<file path="config.mk">
export PLATFORM = sky130hd
export DESIGN_NAME = mode_sequencer
export DESIGN_NICKNAME = d
export VERILOG_FILES = /design/src/rtl/mode_sequencer.sv
export SDC_FILE = /design/constraint.sdc
export NUM_CORES = 1
export LEC_CHECK = 0
export ABC_AREA = 1
export BUFFER_PORTS_ARGS = -buffer_cell sky130_fd_sc_hd__buf_2
export CAP_MARGIN = 20
export CORE_ASPECT_RATIO = 0.5
export CORE_MARGIN = 10
export CORE_UTILIZATION = 50
export DETAILED_ROUTE_END_ITERATION = 12
export GPL_TIMING_DRIVEN = 0
export PLACE_DENSITY = 0.7
export SETUP_SLACK_MARGIN = 0.4
export SYNTH_ARGS = -nofsm -noshare
export SYNTH_HDL_FRONTEND = slang
export SYNTH_SLANG_ARGS = --single-unit
</file>
<file path="constraint.sdc">
create_clock -name clk_i -period 2.1 [get_ports clk_i]
set_input_delay 0.42 -clock clk_i [delete_from_list [all_inputs] [get_ports clk_i]]
set_output_delay 0.42 -clock clk_i [all_outputs]
set_load 0.05 [all_outputs]
</file>
<file path="src/rtl/mode_sequencer.sv">
// Mode controller: turns button, switch and clap inputs into a one-hot display
// mode, runs the display counter and drives request/acknowledge LRU transactions.
module mode_sequencer #(
    parameter int unsigned CNT_DIV     = 100_000_000,
    parameter int unsigned ACK_TIMEOUT = 255,
    parameter int unsigned CLAP_HOLD   = 50_000_000
) (
    input  logic        clk_i,
    input  logic        rst_i,
    input  logic        btn_mode_i,
    input  logic        btn_go_i,
    input  logic        clap_i,
    input  logic [15:0] sw_i,
    input  logic        lru_ack_i,
    input  logic [31:0] lru_rdata_i,
    output logic [2:0]  state_o,
    output logic [1:0]  clap_state_o,
    output logic        cnt_en_o,
    output logic        lru_req_o,
    output logic        lru_we_o,
    output logic [15:0] lru_wdata_o,
    output logic [31:0] data_o,
    output logic        busy_o,
    output logic        err_o
);

    typedef enum logic [2:0] {
        ModeIdle = 3'b000,
        ModeCnt  = 3'b100,
        ModeWr   = 3'b010,
        ModeRd   = 3'b001
    } mode_t;

    typedef enum logic {
        TxIdle = 1'b0,
        TxWait = 1'b1
    } tx_t;

    localparam logic [31:0] PrescLast   = 32'(CNT_DIV - 1);
    localparam logic [15:0] TimeoutLast = 16'(ACK_TIMEOUT - 1);
    localparam logic [31:0] HoldLoad    = 32'(CLAP_HOLD);

    mode_t       mode, mode_next;
    tx_t         tx, tx_next;
    logic        pause, pause_next;
    logic        cnt_en, cnt_en_next;
    logic [31:0] presc, presc_next;
    logic [31:0] count, count_next;
    logic [31:0] hold, hold_next;
    logic        clap_ind, clap_ind_next;
    logic [15:0] timer, timer_next;
    logic        we, we_next;
    logic [15:0] wdata, wdata_next;
    logic [31:0] rdata, rdata_next;
    logic        err, err_next;

    logic mode_s1, mode_s2, mode_s3;
    logic go_s1, go_s2, go_s3;
    logic mode_edge, go_edge, busy, mode_adv, go_accept;

    // Two-flop synchronizers plus one delay stage for rising-edge detection
    always_ff @(posedge clk_i or negedge rst_i) begin
        if (!rst_i) begin
            mode_s1 <= 1'b0;
            mode_s2 <= 1'b0;
            mode_s3 <= 1'b0;
            go_s1   <= 1'b0;
            go_s2   <= 1'b0;
            go_s3   <= 1'b0;
        end else begin
            mode_s1 <= btn_mode_i;
            mode_s2 <= mode_s1;
            mode_s3 <= mode_s2;
            go_s1   <= btn_go_i;
            go_s2   <= go_s1;
            go_s3   <= go_s2;
        end
    end

    assign mode_edge = mode_s2 & ~mode_s3;
    assign go_edge   = go_s2 & ~go_s3;
    assign busy      = (tx == TxWait);
    assign mode_adv  = mode_edge & ~busy;
    // A simultaneous mode edge wins, so the go edge is dropped
    assign go_accept = go_edge & ~mode_edge & ~busy & ((mode == ModeWr) || (mode == ModeRd));

    // Next-state logic for mode, counter, clap indicator and transaction FSM
    always_comb begin
        mode_next  = mode;
        tx_next    = tx;
        pause_next = pause;
        presc_next = presc;
        count_next = count;
        hold_next  = hold;
        timer_next = timer;
        we_next    = we;
        wdata_next = wdata;
        rdata_next = rdata;
        err_next   = err;

        if (cnt_en) begin
            if (presc == PrescLast) begin
                presc_next = '0;
                count_next = count + 32'd1;
            end else begin
                presc_next = presc + 32'd1;
            end
        end

        if (clap_i) begin
            hold_next = HoldLoad;
            if (mode == ModeCnt) begin
                pause_next = ~pause;
            end
        end else if (hold != '0) begin
            hold_next = hold - 32'd1;
        end

        case (tx)
            TxIdle: begin
                if (go_accept) begin
                    tx_next    = TxWait;
                    timer_next = '0;
                    wdata_next = sw_i;
                    we_next    = (mode == ModeWr);
                    err_next   = 1'b0;
                end
            end
            TxWait: begin
                // Ack takes priority over an expiry in the same cycle
                if (lru_ack_i) begin
                    tx_next = TxIdle;
                    if (!we) begin
                        rdata_next = lru_rdata_i;
                    end
                end else if (timer == TimeoutLast) begin
                    tx_next  = TxIdle;
                    err_next = 1'b1;
                end else begin
                    timer_next = timer + 16'd1;
                end
            end
            default: tx_next = TxIdle;
        endcase

        if (mode_adv) begin
            err_next = 1'b0;
            unique case (mode)
                ModeIdle: begin
                    mode_next  = ModeCnt;
                    pause_next = 1'b0;
                end
                ModeCnt: mode_next = ModeWr;
                ModeWr:  mode_next = ModeRd;
                default: mode_next = ModeIdle;
            endcase
        end

        cnt_en_next   = (mode_next == ModeCnt) && !pause_next;
        clap_ind_next = (hold_next != '0);
        // Pausing or leaving counting mode discards the partial prescale
        if (!cnt_en_next) begin
            presc_next = '0;
        end
    end

    // State registers
    always_ff @(posedge clk_i or negedge rst_i) begin
        if (!rst_i) begin
            mode     <= ModeIdle;
            tx       <= TxIdle;
            pause    <= 1'b0;
            cnt_en   <= 1'b0;
            presc    <= '0;
            count    <= '0;
            hold     <= '0;
            clap_ind <= 1'b0;
            timer    <= '0;
            we       <= 1'b0;
            wdata    <= '0;
            rdata    <= '0;
            err      <= 1'b0;
        end else begin
            mode     <= mode_next;
            tx       <= tx_next;
            pause    <= pause_next;
            cnt_en   <= cnt_en_next;
            presc    <= presc_next;
            count    <= count_next;
            hold     <= hold_next;
            clap_ind <= clap_ind_next;
            timer    <= timer_next;
            we       <= we_next;
            wdata    <= wdata_next;
            rdata    <= rdata_next;
            err      <= err_next;
        end
    end

    // Display value selected by the current mode
    always_comb begin
        data_o = '0;
        unique case (mode)
            ModeCnt: data_o = count;
            ModeWr:  data_o = {16'h0000, wdata};
            ModeRd:  data_o = rdata;
            default: data_o = '0;
        endcase
    end

    assign state_o      = mode;
    assign clap_state_o = {pause, clap_ind};
    assign cnt_en_o     = cnt_en;
    assign lru_req_o    = busy;
    assign busy_o       = busy;
    assign lru_we_o     = we;
    assign lru_wdata_o  = wdata;
    assign err_o        = err;

endmodule
</file>
==> impl_results.md <==
* Total of max-cap violations at 0
* Max Buffers Root-to-Sink at 2
* Iter 0 DRT Violations at 1,023
* Final HPWL DP at approximately 24,000 um
* ANT cells at 0
* Antenna viol nets, final at 0
* Crit path time final at 2.316 ns
* WL/cell at 19.09 um
* CP max stage cell: dfrtp_2
* Initial Util at 0.5115
* Main synth FF type: dfrtp_1
* Worst path cell trace: nor2_4 > nand2_4 > clkbuf_16 > buf_12 > o221ai_4 > buf_6
* Top cell type by total area after synthesis: dfrtp_1
* Final instance area at approximately 0.015 mm2
* Status: finished, violations left
* RSZ-0062 raised after global routing: yes
* Routed vias at about 11,000
* Netlist cell types at 38
* DRC Markers at 0
* Number of port buffers at 111
* Die Height at between 100 and 150 um
* Clock latency on the worst-skew pair at between 0.4 and 0.5 ns
* Area Overhead vs Synth at 48.27%
* Overflow left after global routing at 0
* Post-synth top area share at 0.4370
* Worst Tran Pin Value at 0.8129 ns
* Final cycle utilization of the critical path at 1.103
* # placed instances at approximately 1,700
* First-pass GRT wire length at around 56,000 um
* Setup slack on the worst flop-to-flop path at 0 ns
* Area of the core at 0.01959 mm2
* WL final at between 30,000 and 40,000 um
* Mapped Nets at around 1,400
* Row count at 36
* WHS at ~0.060 ns
* Mean post-synth cell area at between 7 and 8 um2
* Clk slew on worst S/H paths at about 0.07 ns
* Asr flop ratio synth at 1.000
* Synth top area cells: dfrtp_1 (44%), nand2_1 (13%), nor2_1 (6.6%)
* Warnings from Yosys at 0
* Gate Count Post-Synth at about 1,400
* CP Class: reg2out
* RD Place Congestion at 0.9581
* Dpl ws at -0.2047 ns
* Commonest non-fill, non-tap cell in the layout: nand2_1
* Nets@finish at around 1,700
* Worst-path fanout max at 5
* Cell Pwr Density at around 1000 mW/mm2
* CTS tree: built
* CP startpoint kind: flip-flop
* Peak supply drop at approximately 0.7 mV
* Vias per cell at ~5.6
* Post-Syn Area at roughly 0.01 mm2
* Crit-path max cell delay at around 0.47 ns
* DR pass1 iterations at 6
* Dpl cell area at 0.01134 mm2
* Hold Violations, Final at 0
* Die area at about 0.026 mm2
* Largest net degree at the start of global routing at between 100 and 150
* Die X at roughly 220 um
* Min-delay worst type: in2reg
* CP Capture Type: primary output
* Endpoints failing setup at 32
* Global router's overall resource usage at 0.2651
* TritonCTS Sinks at about 180
* Finished Layout Cells at between 1,500 and 2,000
* Vias in the first global route at between 10,000 and 15,000
* Number of CTS-inserted buffers at 17
* Arrival @ worst endpoint at approximately 1.9 ns
* Max_slew headroom at 0.4581
* Share of layout cells above drive strength 1 at 0.3610
* Sequential area share after synthesis at 0.4370
* FMAX at about 430 MHz
* Most frequent cells in the layout: nand2_1 (295), dfrtp_1 (163), inv_1 (146), nor2_1 (128), buf_4 (97)
* Setup Skew at 0.01057 ns
* CTS H-tree depth at 4
* Worst EP required at 1.68 ns
* Pins Over Slew Limit at 0
* Leak pwr at 6.905 nW
* I/O pins at around 110
* #FFs+latches synth at roughly 180
* Post-synth EDFFs at 0
* Post-route setup slack at -0.2164 ns
* CTS root buffer: clkbuf_16
* Violated checks: negative setup slack
* Antenna violations before repair at 0
worst paths after layout:
| path | start | to | cells past startpoint |
|---|---|---|---|
| worst min register to register | go_s1 | go_s2 | 0 |
| max in group asynchronous | rst_i | presc[4] | 3 |
| min in group asynchronous | rst_i | hold[21] | 2 |
| worst max-delay path | state_o[0] | data_o[1] | 6 |
| worst min-delay path | btn_mode_i | mode_s1 | 1 |
| worst max register to register | hold[28] | clap_ind | 13 |
registers in the layout, summed over array words and instances (netlist names):
signal / flops
count: 32
hold: 32
presc: 32
rdata: 32
lru_wdata_o: 16
timer: 16
state_o: 3
busy_o: 1
clap_ind: 1
cnt_en_o: 1
err_o: 1
go_s1: 1
go_s2: 1
go_s3: 1
lru_we_o: 1
mode_s1: 1
mode_s2: 1
mode_s3: 1
pause: 1
cells in the mapped netlist, types with 2 or more instances:
master	count
inv_2	6
a21oi_1	47
nor4_1	18
xor2_1	56
o22ai_1	17
nand3_1	78
o221ai_1	13
o21ai_1	23
nand2_1	360
nor2_4	5
nor3b_1	2
mux2_2	2
or2_2	3
nand3b_1	6
buf_4	6
buf_6	4
clkinv_1	2
inv_1	165
dfrtp_1	175
nand4_1	47
clkbuf_1	21
nand2_2	7
buf_2	7
ha_1	6
nor2_2	5
nor3_1	39
o31ai_1	8
xnor2_1	9
nor2_1	175
buf_1	3
o21ai_0	40
per-layer routing:
layer | part of all wire | wire length [um] | GRT usage
met5 | 0 | 0 | 0
met4 | 0.042 | 1518 | 0.1212
met3 | 0.073 | 2655 | 0.05893
met2 | 0.48 | 17480 | 0.4332
met1 | 0.40 | 14670 | 0.3299
stage by stage:
step                      total power, mW    util  setup TNS [ns]
after floorplan                     8.433       -        -0.04392
after global placement              9.788  0.5766         -392.15
after detailed placement            9.879  0.5785          -1.062
after CTS                           14.84  0.7040          -2.576
after global routing                16.08  0.7584          -6.439
final                               15.48  0.7584          -5.166
what timing repair did:
item | 4_1_cts | 5_1_grt
pin swaps | 45 | 50
gates cloned | 11 | 2
hold buffers | 1 | 0
setup buffers | 76 | 41
endpoints found under the hold margin | 52 | 0
setup endpoints to repair | 173 | 184
resized for setup | 289 | 213
cell families (layout without fill, tap and decap cells):
| family | Yosys count | after routing | share of synthesized area |
|---|---|---|---|
| flops | 175 | 175 | 0.4370 |
| simple gates | 749 | 749 | 0.3251 |
| fa+ha+maj | 6 | 6 | 0.007490 |
| mux | 2 | 2 | 0.002247 |
| compound gates | 151 | 151 | 0.08514 |
| xor+xnor | 65 | 65 | 0.05680 |
| buf+inv | 214 | 489 | 0.08627 |
power by group:
group          total, mW  switching (mW)  internal, mW
Combinational       7.82            4.90          2.92
Clock               3.29            1.52          1.77
Sequential          4.36           0.415          3.95
final cells by class:
type | count | area [um2]
Tap cell | 266 | 332.8
Multi-Input combinational cell | 973 | 6190
Inverter | 173 | 689.4
Clock buffer | 18 | 429.2
Sequential cell | 175 | 4394
Buffer | 41 | 445.4
Clock inverter | 14 | 157.7
Timing Repair Buffer | 243 | 2221
Fill cell | 1410 | 4735
critical path: cells and delay by family (launching register included):
| family | cells | cell delay (ns) |
|---|---|---|
| DFF | 1 | 0.47 |
| and+or+nand+nor | 2 | 0.25 |
| buffers and inverters | 3 | 0.52 |
| AOI/OAI and AO/OA | 1 | 0.19 |
Note: power is estimated with default switching activity, not from simulation.
